### src/rtl/maxmin_stim.sv
// Stimulus source and result checker for the max/min tracker: emits LFSR bursts,
// tracks the expected max/min of each burst, and tallies tracker responses.
module maxmin_stim #(
  parameter int DATA_W  = 8,
  parameter int SEQ_LEN = 15,
  parameter int GAP     = 2,
  parameter int TIMEOUT = 16
) (
  input  logic              clk,
  input  logic              rst,
  input  logic              start,
  input  logic [15:0]       seed,
  input  logic [7:0]        num_seq,
  output logic [DATA_W-1:0] in_num,
  output logic              in_valid,
  input  logic              out_valid,
  input  logic [DATA_W-1:0] out_max,
  input  logic [DATA_W-1:0] out_min,
  output logic              busy,
  output logic              done,
  output logic [7:0]        pass_cnt,
  output logic [7:0]        fail_cnt,
  output logic              err
);

  // state | meaning
  // IDLE  | waiting for start, busy=0
  // SEND  | driving SEQ_LEN consecutive beats
  // WAIT  | waiting up to TIMEOUT cycles for the tracker result
  // GAP   | GAP idle cycles before the next burst
  // DONE  | one-cycle done pulse, then back to IDLE
  typedef enum logic [2:0] {S_IDLE, S_SEND, S_WAIT, S_GAP, S_DONE} state_t;

  localparam int BW = (SEQ_LEN > 1) ? $clog2(SEQ_LEN) : 1;
  localparam int TW = $clog2(TIMEOUT + 1);
  localparam int GW = $clog2(GAP + 1);
  localparam logic [15:0] SEED_DEF = 16'hACE1;

  state_t            state;
  logic [15:0]       lfsr;
  logic [15:0]       lfsr_nxt;
  logic [15:0]       seed_eff;
  logic [DATA_W-1:0] beat_val;
  logic [DATA_W-1:0] exp_max;
  logic [DATA_W-1:0] exp_min;
  logic [BW-1:0]     beat_cnt;
  logic [TW-1:0]     timer;
  logic [GW-1:0]     gap_cnt;
  logic [7:0]        burst_cnt;
  logic [7:0]        burst_inc;
  logic [7:0]        num_seq_r;
  logic              match;

  function automatic logic [7:0] sat_inc(input logic [7:0] v);
    return (v == 8'hFF) ? v : v + 8'd1;
  endfunction

  // Right-shifting Fibonacci form; taps 16,14,13,11 map to bits 0,2,3,5.
  assign lfsr_nxt  = {lfsr[0] ^ lfsr[2] ^ lfsr[3] ^ lfsr[5], lfsr[15:1]};
  assign seed_eff  = (seed == 16'd0) ? SEED_DEF : seed;
  assign beat_val  = lfsr_nxt[DATA_W-1:0];
  assign burst_inc = burst_cnt + 8'd1;
  assign match     = (out_max == exp_max) && (out_min == exp_min);

  always_ff @(posedge clk or posedge rst) begin
    if (rst) begin
      state     <= S_IDLE;
      lfsr      <= SEED_DEF;
      exp_max   <= '0;
      exp_min   <= '0;
      beat_cnt  <= '0;
      timer     <= '0;
      gap_cnt   <= '0;
      burst_cnt <= '0;
      num_seq_r <= '0;
      in_num    <= '0;
      in_valid  <= 1'b0;
      busy      <= 1'b0;
      done      <= 1'b0;
      pass_cnt  <= '0;
      fail_cnt  <= '0;
      err       <= 1'b0;
    end else begin
      case (state)
        S_IDLE: begin
          if (start) begin
            lfsr      <= seed_eff;
            num_seq_r <= num_seq;
            pass_cnt  <= '0;
            fail_cnt  <= '0;
            err       <= 1'b0;
            burst_cnt <= '0;
            busy      <= 1'b1;
            if (num_seq == 8'd0) begin
              state <= S_DONE;
              done  <= 1'b1;
            end else begin
              state    <= S_SEND;
              in_valid <= 1'b1;
              in_num   <= seed_eff[DATA_W-1:0];
              exp_max  <= seed_eff[DATA_W-1:0];
              exp_min  <= seed_eff[DATA_W-1:0];
              beat_cnt <= '0;
            end
          end else if (out_valid) begin
            err <= 1'b1;
          end
        end

        S_SEND: begin
          if (out_valid) err <= 1'b1;
          if (beat_cnt == BW'(SEQ_LEN - 1)) begin
            in_valid <= 1'b0;
            in_num   <= '0;
            timer    <= '0;
            state    <= S_WAIT;
          end else begin
            lfsr     <= lfsr_nxt;
            in_num   <= beat_val;
            exp_max  <= (beat_val > exp_max) ? beat_val : exp_max;
            exp_min  <= (beat_val < exp_min) ? beat_val : exp_min;
            beat_cnt <= beat_cnt + BW'(1);
          end
        end

        S_WAIT: begin
          if (out_valid) begin
            if (match) begin
              pass_cnt <= sat_inc(pass_cnt);
            end else begin
              fail_cnt <= sat_inc(fail_cnt);
              err      <= 1'b1;
            end
            burst_cnt <= burst_inc;
            if (burst_inc == num_seq_r) begin
              state <= S_DONE;
              done  <= 1'b1;
            end else begin
              state   <= S_GAP;
              gap_cnt <= '0;
            end
          end else if (timer == TW'(TIMEOUT - 1)) begin
            // A silent tracker aborts the remaining bursts.
            fail_cnt <= sat_inc(fail_cnt);
            err      <= 1'b1;
            state    <= S_DONE;
            done     <= 1'b1;
          end else begin
            timer <= timer + TW'(1);
          end
        end

        S_GAP: begin
          if (out_valid) err <= 1'b1;
          if (gap_cnt == GW'(GAP - 1)) begin
            lfsr     <= lfsr_nxt;
            in_num   <= beat_val;
            in_valid <= 1'b1;
            exp_max  <= beat_val;
            exp_min  <= beat_val;
            beat_cnt <= '0;
            state    <= S_SEND;
          end else begin
            gap_cnt <= gap_cnt + GW'(1);
          end
        end

        S_DONE: begin
          if (out_valid) err <= 1'b1;
          done  <= 1'b0;
          busy  <= 1'b0;
          state <= S_IDLE;
        end

        default: state <= S_IDLE;
      endcase
    end
  end

endmodule

### config.mk
export PLATFORM = sky130hd
export DESIGN_NAME = maxmin_stim
export DESIGN_NICKNAME = d
export VERILOG_FILES = /design/src/rtl/maxmin_stim.sv
export SDC_FILE = /design/constraint.sdc
export NUM_CORES = 1
export LEC_CHECK = 0
export ABC_AREA = 1
export CORE_UTILIZATION = 35
export CTS_BUF_LIST = sky130_fd_sc_hd__clkbuf_4 sky130_fd_sc_hd__clkbuf_8
export DETAILED_ROUTE_END_ITERATION = 10
export PLACE_DENSITY = 0.58
export SYNTH_ARGS = -nofsm -noshare
export SYNTH_HDL_FRONTEND = slang
export SYNTH_SLANG_ARGS = --single-unit
### constraint.sdc
create_clock -name clk -period 8.45 [get_ports clk]
set_input_delay 1.69 -clock clk [delete_from_list [all_inputs] [get_ports clk]]
set_output_delay 1.69 -clock clk [all_outputs]
set_load 0.02 [all_outputs]
# Word-level counts from Yosys, hierarchy flattened
# Cells that the tools add are included.
[op_classes] n_addsub=6 magnitude_cmp=2 n_eq_ne=30 muxes=67 bitwise_logic=3 n_reduce_logical=28
[op_table] op="8-bit two-way mux" count=17
[op_table] op="8-bit case mux with 3 select lines" count=3
[op_table] op="16-bit two-way mux" count=4
[op_table] op="16-bit case mux with 3 select lines" count=1
[op_table] op="8-bit case mux with 2 select lines" count=3
[op_table] op="2-bit inequality test, second input constant" count=15
[op_table] op="8-bit by 1-bit adder with 8-bit output, second input constant" count=3
[op_table] op="8-bit == test" count=3
[op_table] op="4-bit AND reduction" count=6
[op_table] op="3-bit two-way mux" count=7
[op_table] op="5-bit AND reduction" count=4
[op_table] op="8-bit == test, second input constant" count=2
[op_table] op="16-bit zero test" count=1
[op_table] op="4-bit two-way mux" count=4
[op_table] op="5-bit two-way mux" count=3
[op_table] op="1-bit two-way mux" count=14
[op_table] op="3-bit case mux with 4 select lines" count=1
[op_table] op="4-bit case mux with 3 select lines" count=1
[op_table] op="6-bit AND reduction" count=2
[op_table] op="5-bit case mux with 2 select lines" count=1
[op_table] op="3-bit inequality test, second input constant" count=3
[op_table] op="1-bit case mux with 3 select lines" count=3
[op_table] op="3-bit nonzero test" count=3
[op_table] op="8-bit greater-than comparator" count=1
[op_table] op="21 further kinds" count=31
[word_totals] reg_bits=90 out_inout_bits=28 wordCells=152

# Longest topological paths before layout
# Gate-level depths: netlist (run 1).
[depth] word_depth=5 depth_mapped=14 ltp_nobuf=14

# Worst setup path before layout (run 1)
# OpenSTA, ideal clock, no wires.
[synth_path] path_type="in2reg" from="input port out_max[3]" to="register pass_cnt[0]" setup_time_ns=0.119 arrival_time_ns=2.712 slack_ns=5.619 stages=10 n_path_buf=0 cell_sequence="inv_1 > nor2_1 > nor3_1 > nand2_1 > nor2_1 > nand3_1 > nand2_1 > nand3_1 > nand2_1 > nand2_1"
[synth_via] elab_chain_len=4
[synth_rtl] element="start, declared" line="17" source="input logic [DATA_W-1:0] out_max,"
[synth_rtl] element="8-bit == test" line="63" source="assign match = (out_max == exp_max) && (out_min == exp_min);"
[synth_rtl] element="1-bit logical AND" line="63"
[synth_rtl] element="2-bit inequality test (no source line)"
[synth_rtl] element="5-bit AND reduction (no source line)"
[synth_rtl] element="end signal, assigned" line="129" source="pass_cnt <= sat_inc(pass_cnt);"
[synth_rtl] element="end, declared" line="21" source="output logic [7:0] pass_cnt,"
# No other way between the ends.
# A chain may end at the register's enable or synchronous reset.

# Worst setup path in the final report (run 1)
[layout_path] from="input port start" to="register fail_cnt[6]"
[layout_via] elab_chain_len=2
[layout_rtl] element="start, declared" line="11" source="input logic start,"
[layout_rtl] element="2-bit inequality test (no source line)"
[layout_rtl] element="4-bit AND reduction (no source line)"
[layout_rtl] element="end signal, assigned" line="131" source="fail_cnt <= sat_inc(fail_cnt);"
[layout_rtl] element="end signal, assigned" line="144" source="fail_cnt <= sat_inc(fail_cnt);"
[layout_rtl] element="end, declared" line="22" source="output logic [7:0] fail_cnt,"
# No other way between the ends.

==> impl_results.md, run 1 <==
- Async S/R FF share, synth: between 90% and 100%
- IO Count: 72
- Worst-path clk slew: 0.10 ns
- Routed WL: around 14 mm
- Met2 wire length: around 6.4 mm
- Largest net degree at the start of global routing: 51
- Die width: between 100 and 150 um
- Max Buffers Root-to-Sink: 2
- EDFF count, synth: 0
- Syn Nets: 799
- Hold Crit Class: flop to flop
- Status: finished, final reports clean
- Fin crit period: around 3.7 ns
- Sequential element share of the synthesized area: between 40% and 50%
- Setup TNS: 0 ns
- Setup crit end kind: flop
- # hold bufs at CTS: 0
- Final Setup Violations: 0
- Routability cong.: ~0.86
- Layout cells sized above 1: about 7%
- Clock sink count: 90
- Total Power: between 2000 and 2500 uW
- Placed Area: 0.006382 sq mm
- DP HPWL: 10.57 mm
- GRT Residual Overflow: 0
- Area delta synth->final: 20.83%
- Crit Path Max Fanout: 27
- Commonest non-fill, non-tap cells in the layout: nand2_1 (205), nor2_1 (82), dfrtp_1 (82)
- Hold Vio Cnt, Final: 0
- Post-CTS Resized: 0
- Number of global-route vias before repair: around 4500
- Commonest non-fill, non-tap cell in the layout: nand2_1
- Syn avg cell area: between 7 and 8 sq um
- Root buffer cell: clkbuf_8
- Port buffer count: between 70 and 80
- Met1 WL: 7.090 mm
- CP max stage delay: slightly above 0.5 ns
- Clock latency on the worst-skew pair: approximately 0.38 ns
- Drt drc: 0
- Util after Layout: a little over two fifths
- Cells after Synth: around 730
- First-pass GRT wire length: between 20 and 25 mm
- Layout net count: 870
- Relative slew slack: ~46%
- Power per cell area: around 330 mW/mm^2
- Num rows: 45
- Post-synth cell types: 46
- DR WL/cell: roughly 14 um
- Synth warn: 0
- Maxcap violations: 0
- Slew Viols, Final: 0
- DRT antenna net count: 0
- Top post-synthesis cells by area: dfrtp_1 (37%), nand2_1 (14%), nor2_1 (5.6%)
- Area leader, netlist: dfrtp_1
- H-tree levels: 3
- Initial antenna violation count: 0
- WP buf/inv: 1
- Post-synth top area share: between 30% and 40%
- Data arrival, critical path: 4.03 ns
- CP cell instances: clkdlybuf4s50_1 > nand2_1 > nand2_1 > nand2_1 > a31oi_1 > nand2_2 > nand2_2 > nand2_1 > nand2_1
- CTS Buf Count: 9
- Achievable Freq: roughly 270 MHz
- Req. time, crit path: approximately 8.8 ns
- DRT iter0 DRCs: roughly 300
- GRT Total Usage: 18.43%
- Via count: around 5000
- RSZ-0062 raised after global routing: no
- CP Launch Type: primary input
- Post-synth top flop: dfrtp_1
- Xor/xnor cell area share of the yosys netlist: approximately 2.9%
- Synthesized area: ~0.0055 sq mm
- Clk_skew: 0.01840 ns
- Multi-input gate area: about 0.0028 sq mm
- IR Drop Worst-Case VDD: around 0.00016 V
- CP max-delay cell: nand2_1
- Cell area after layout: 0.006626 sq mm
- Ant. Diodes: 0
- CP dominant cell by count: nand2_1
- Die Area: 0.01617 sq mm
- Die height: between 100 and 150 um
- Simple-gate share of the synthesized area: a little under a third
- Crit-path leading delay family: simple AND/OR/NAND/NOR gates
- Synth Area in Compound Gates: between 10% and 20%
- Multiplexer area fraction after synthesis: less than 1%
- CORE AREA: between 0.015 and 0.02 sq mm
- Max Used Layer: met4
- Layout fillers: 1570
- Metal3 WL: between 400 and 500 um
- Seq cells post-synth: 90
- Reg area: 0.002262 sq mm
- Drt pass-1 iters: 5
- Period utilization: between 40% and 50%
- Setup bufs post-CTS: 0
- Post-synthesis adder-cell area fraction: roughly 5.2%
- Worst slew pin tran: approximately 0.81 ns
- Leak: 0.003146 uW
- DR vias/cell: 4.890
- Largest family of logic cells by synthesized area: simple AND/OR/NAND/NOR gates
- CTS tree: built
- Initial core utilization: between 30% and 40%
- Setup CP Type: primary input to flop
## synthesized netlist by cell type (2+ instances only)
cell type,instances
inv_1,81
xor2_1,10
nor3b_1,4
nand2_1,205
o22ai_1,6
buf_2,2
o31ai_1,4
a21oi_1,18
nor2_1,82
nor2_2,2
xnor2_1,8
o21ai_1,14
dfrtp_1,82
buf_6,5
ha_1,23
nand2_4,2
o211ai_1,2
dfstp_2,8
nor3_1,9
nand4_1,24
a31oi_1,3
nand2_2,5
inv_2,11
nand2_8,2
nand3_1,43
o21ai_0,47
nand3b_1,4
o21a_1,4
clkbuf_1,5
## cells by family (layout without fill, tap and decap cells)
family,Yosys count,in the layout
flip-flops,90,90
adder cells (fa/ha/maj),23,23
XOR/XNOR,18,18
buffers and inverters,106,182
AND/OR/NAND/NOR,389,389
AO/OA/AOI/OAI,104,104
multiplexers,2,2
## final cells by class
class	instances	area share, %
multi-input cells	536	41.94
flip-flops and latches	90	34.14
repair buffers	72	10.84
inverters	94	5.419
well taps	211	3.984
clock buffers	13	2.323
clock inverters	3	1.360
## stage by stage
stage	instances	hold slack [ns]	worst slack (ns)
after floorplan	732	0.4419	4.438
after global placement	1003	0.4564	4.407
after detailed placement	1003	0.4625	4.365
after CTS	1019	0.4779	4.746
after global routing	1019	0.5004	4.523
final	1019	0.4735	4.743
## tightest hold or removal path, cell delays in order (launching register included)
cell and delay (ns):
dfstp_2 0.38, nand2_1 0.05, nand2_1 0.05
## state kept, by name (all words and copies together) (netlist names)
| signal | flops |
|---|---|
| pass_cnt | 8 |
| beat_cnt | 4 |
| in_valid | 1 |
| in_num | 8 |
| err | 1 |
| num_seq_r | 8 |
| exp_min | 8 |
| gap_cnt | 2 |
| timer | 5 |
| state | 3 |
| lfsr | 16 |
| exp_max | 8 |
| fail_cnt | 8 |
| done | 1 |
| burst_cnt | 8 |
| busy | 1 |
## power breakdown
group / switching (uW) / leakage, uW / internal [uW]
Combinational: 717 / 0.00188 / 400
Sequential: 127 / 0.00114 / 594
Clock: 161 / 0.000126 / 210
## path summary, 6_finish.rpt
check	start	cells past startpoint	slack [ns]	to
max	start	9	4.74	fail_cnt[6]
min	lfsr[15]	2	0.47	lfsr[15]
max reg2reg	state[0]	11	5.67	fail_cnt[6]
min reg2reg	lfsr[15]	2	0.47	lfsr[15]
max in group asynchronous	rst	3	5.59	beat_cnt[3]
min in group asynchronous	rst	2	1.73	burst_cnt[6]
## layer usage
metal | up-vias | GRT usage [%]
li1 | 2527 | -
met1 | 2335 | 25.31
met2 | 104 | 28.86
met3 | 17 | 3.518
met4 | 0 | 6.863
met5 | - | 0
Note: power is estimated with default switching activity, not from simulation.
==> run 2: changes to the inputs <==
==> constraint.sdc (replaced) <==
create_clock -name clk -period 3.85 [get_ports clk]
set_input_delay 0.77 -clock clk [delete_from_list [all_inputs] [get_ports clk]]
set_output_delay 0.77 -clock clk [all_outputs]
set_load 0.02 [all_outputs]
==> run 2 against run 1 <==
Critical path type unchanged. Worst hold slack better by 0.0055 ns. Register-to-register slack worse by 4.2 ns. Die area unchanged. Worst setup slack worse by 3.3 ns. Critical endpoint is now pass_cnt[4]. Via count down 2.5%. Cell count about the same. Total power up 110%. Sequential power up 120%. Utilization down 0.082 points. Routed wire length down 3.7%. Sequential share of layout area up 0.065 points.
==> impl_results.md, run 2 (synthesis results as in run 1) <==
- Crit Path Max Fanout: 10 (was 27)
- DR WL/cell: 13.46 um (was 13.99 um)
- Setup crit end kind: flop (unchanged)
- Sw power: 2200 uW (was 1005 uW)
- GRT Residual Overflow: 0 (unchanged)
- Reg area: 0.002262 sq mm (unchanged)
- Die height: 127.2 um (unchanged)
- IO Count: 72 (unchanged)
- Final Setup Violations: 0 (unchanged)
- Power per cell area: 714.7 mW/mm^2 (was 333.3 mW/mm^2)
- Clk_skew: 0.02021 ns (was 0.01840 ns)
- Comb power frac: 51.8% (was 50.5%)
- Clock sink count: 90 (unchanged)
- Hold Vio Cnt, Final: 0 (unchanged)
- Worst slew pin tran: 0.5411 ns (was 0.8113 ns)
- Via count: 4857 (was 4983)
- # hold bufs at CTS: 0 (unchanged)
- Layout fillers: 1587 (was 1570)
- Max Buffers Root-to-Sink: 2 (unchanged)
- Slew Viols, Final: 0 (unchanged)
- Drt drc: 0 (unchanged)
- Hold Crit Class: flop to flop (unchanged)
- Number of global-route vias before repair: 4537 (was 4487)
- Die Area: 0.01617 sq mm (unchanged)
- Biggest register: lfsr (unchanged)
- DRT antenna net count: 0 (unchanged)
- Total Power: 4727 uW (was 2209 uW)
- Multi-input gate area: 0.002779 sq mm (unchanged)
- Worst-path clk slew: 0.10 ns (about the same)
- Fin crit period: ~2.4 ns
- CORE AREA: 0.01526 sq mm (unchanged)
- Commonest non-fill, non-tap cell in the layout: nand2_1 (unchanged)
- Post-place setup slack: 1.067 ns (was 4.365 ns)
- PnR worst setup slack: 1.437 ns (was 4.743 ns)
- Post-CTS Resized: 0 (unchanged)
- Drt pass-1 iters: 5 (unchanged)
- Clock latency on the worst-skew pair: 0.38 ns (about the same)
- Setup TNS: 0 ns (unchanged)
- Commonest non-fill, non-tap cells in the layout: nand2_1 (205), nor2_1 (82), dfrtp_1 (82) (unchanged)
- CP Launch Type: primary input (unchanged)
- Relative slew slack: 63.89% (was 45.78%)
- Placed Area: 0.006402 sq mm (was 0.006382 sq mm)
- Req. time, crit path: 4.13 ns (was 8.78 ns)
- Layout cells sized above 1: 7.046% (was 6.931%)
- Clock power share: 14.9% (was 16.8%)
- Area delta synth->final: 20.60% (was 20.83%)
- Sequential share of power: 33.3% (was 32.6%)
- DP HPWL: 10.43 mm (was 10.57 mm)
- Maxcap violations: 0 (unchanged)
- Cell area after layout: 0.006614 sq mm (was 0.006626 sq mm)
- Period utilization: around 63%
- Achievable Freq: about 410 MHz
- RSZ-0062 raised after global routing: no (unchanged)
- Setup CP Type: primary input to flop (unchanged)
- Largest net degree at the start of global routing: 63 (was 51)
- Initial core utilization: 35.94% (unchanged)
- Routability cong.: 0.8432 (was 0.8586)
- CTS Buf Count: 9 (unchanged)
- DR vias/cell: 4.762 (was 4.890)
- DRT iter0 DRCs: 389 (was 302)
- Layout net count: 871 (was 870)
- Largest register FFs: 16 (unchanged)
- First-pass GRT wire length: 22.66 mm (was 23.05 mm)
- Initial antenna violation count: 0 (unchanged)
- CTS tree: built (unchanged)
- Port buffer count: 71 (unchanged)
- Internal power: 2527 uW (was 1204 uW)
- Util after Layout: 43.35% (was 43.43%)
- Ant. Diodes: 0 (unchanged)
- H-tree levels: 3 (unchanged)
- Leak: 0.003136 uW (was 0.003146 uW)
- Die width: 127.2 um (unchanged)
- IR Drop Worst-Case VDD: 0.0003405 V (was 0.0001638 V)
- GRT Total Usage: 18.02% (was 18.43%)
- Sw Ratio: 46.55% (was 45.51%)
- Status: finished, final reports clean (unchanged)
- Data arrival, critical path: 2.69 ns (was 4.03 ns)
- Routed WL: 13.73 mm (was 14.26 mm)
- Num rows: 45 (unchanged)
- Setup bufs post-CTS: 0 (unchanged)
- Root buffer cell: clkbuf_8 (unchanged)
[run 2: cell count changes in the layout (fill, tap and decap cells not counted)]
cell	before	now
bufinv_16	3	1
clkbuf_8	9	11
inv_6	1	3
clkbuf_4	4	0
clkinv_2	1	2
clkinvlp_4	0	1
buf_12	0	1
[run 2: worst paths after layout]
check / from / end / slack, ns / cells past startpoint
min in group asynchronous: rst / exp_min[2] / 0.75 / 2
worst min-delay path: lfsr[15] / lfsr[15] / 0.48 / 2
worst max register to register: state[0] / fail_cnt[0] / 1.50 / 12
worst min register to register: lfsr[15] / lfsr[15] / 0.48 / 2
worst max-delay path: out_max[5] / pass_cnt[4] / 1.44 / 10
max in group asynchronous: rst / lfsr[6] / 2.36 / 3
[run 2: area by class of cell]
| class | count | area share (%) |
|---|---|---|
| clock buffer | 11 | 2.289 |
| clock inverter | 5 | 0.9081 |
| inverter | 94 | 5.429 |
| multi-input combinational | 536 | 42.02 |
| sequential | 90 | 34.20 |
| tap | 211 | 3.992 |
| timing repair buffer | 73 | 11.16 |
[run 2: critical path: stages]
cell,delay [ns]
clkdlybuf4s50_1,0.51
nor2_1,0.06
nor3_1,0.17
nand2_1,0.08
nor2_1,0.14
nand3_1,0.14
nand2_1,0.28
nand3_1,0.34
nand2_1,0.14
nand2_1,0.06
[run 2: routing by layer]
| metal | up-vias | GRT usage [%] | share of wire [%] |
|---|---|---|---|
| met5 | - | 0 | 0 |
| met4 | 0 | 5.882 | 1.6 |
| met3 | 13 | 2.973 | 3.2 |
| met2 | 99 | 28.25 | 45 |
| met1 | 2216 | 25.33 | 50 |
| li1 | 2529 | - | - |
[run 2: power by group through the flow]
stage               Combinational, uW  Clock [uW]  Sequential, uW
CTS                              2480         726            1580
global route                     2800         757            1620
global placement                 2440           0            1590
floorplan                        1850           0            1580
finish                           2450         704            1580
detailed placement               2460           0            1590
[run 2: per-stage QoR]
stage	hold WS [ns]	std cells
floorplan	0.4419	732
global placement	0.4599	1004
detailed placement	0.4628	1004
CTS	0.4792	1020
global route	0.4907	1020
finish	0.4790	1020
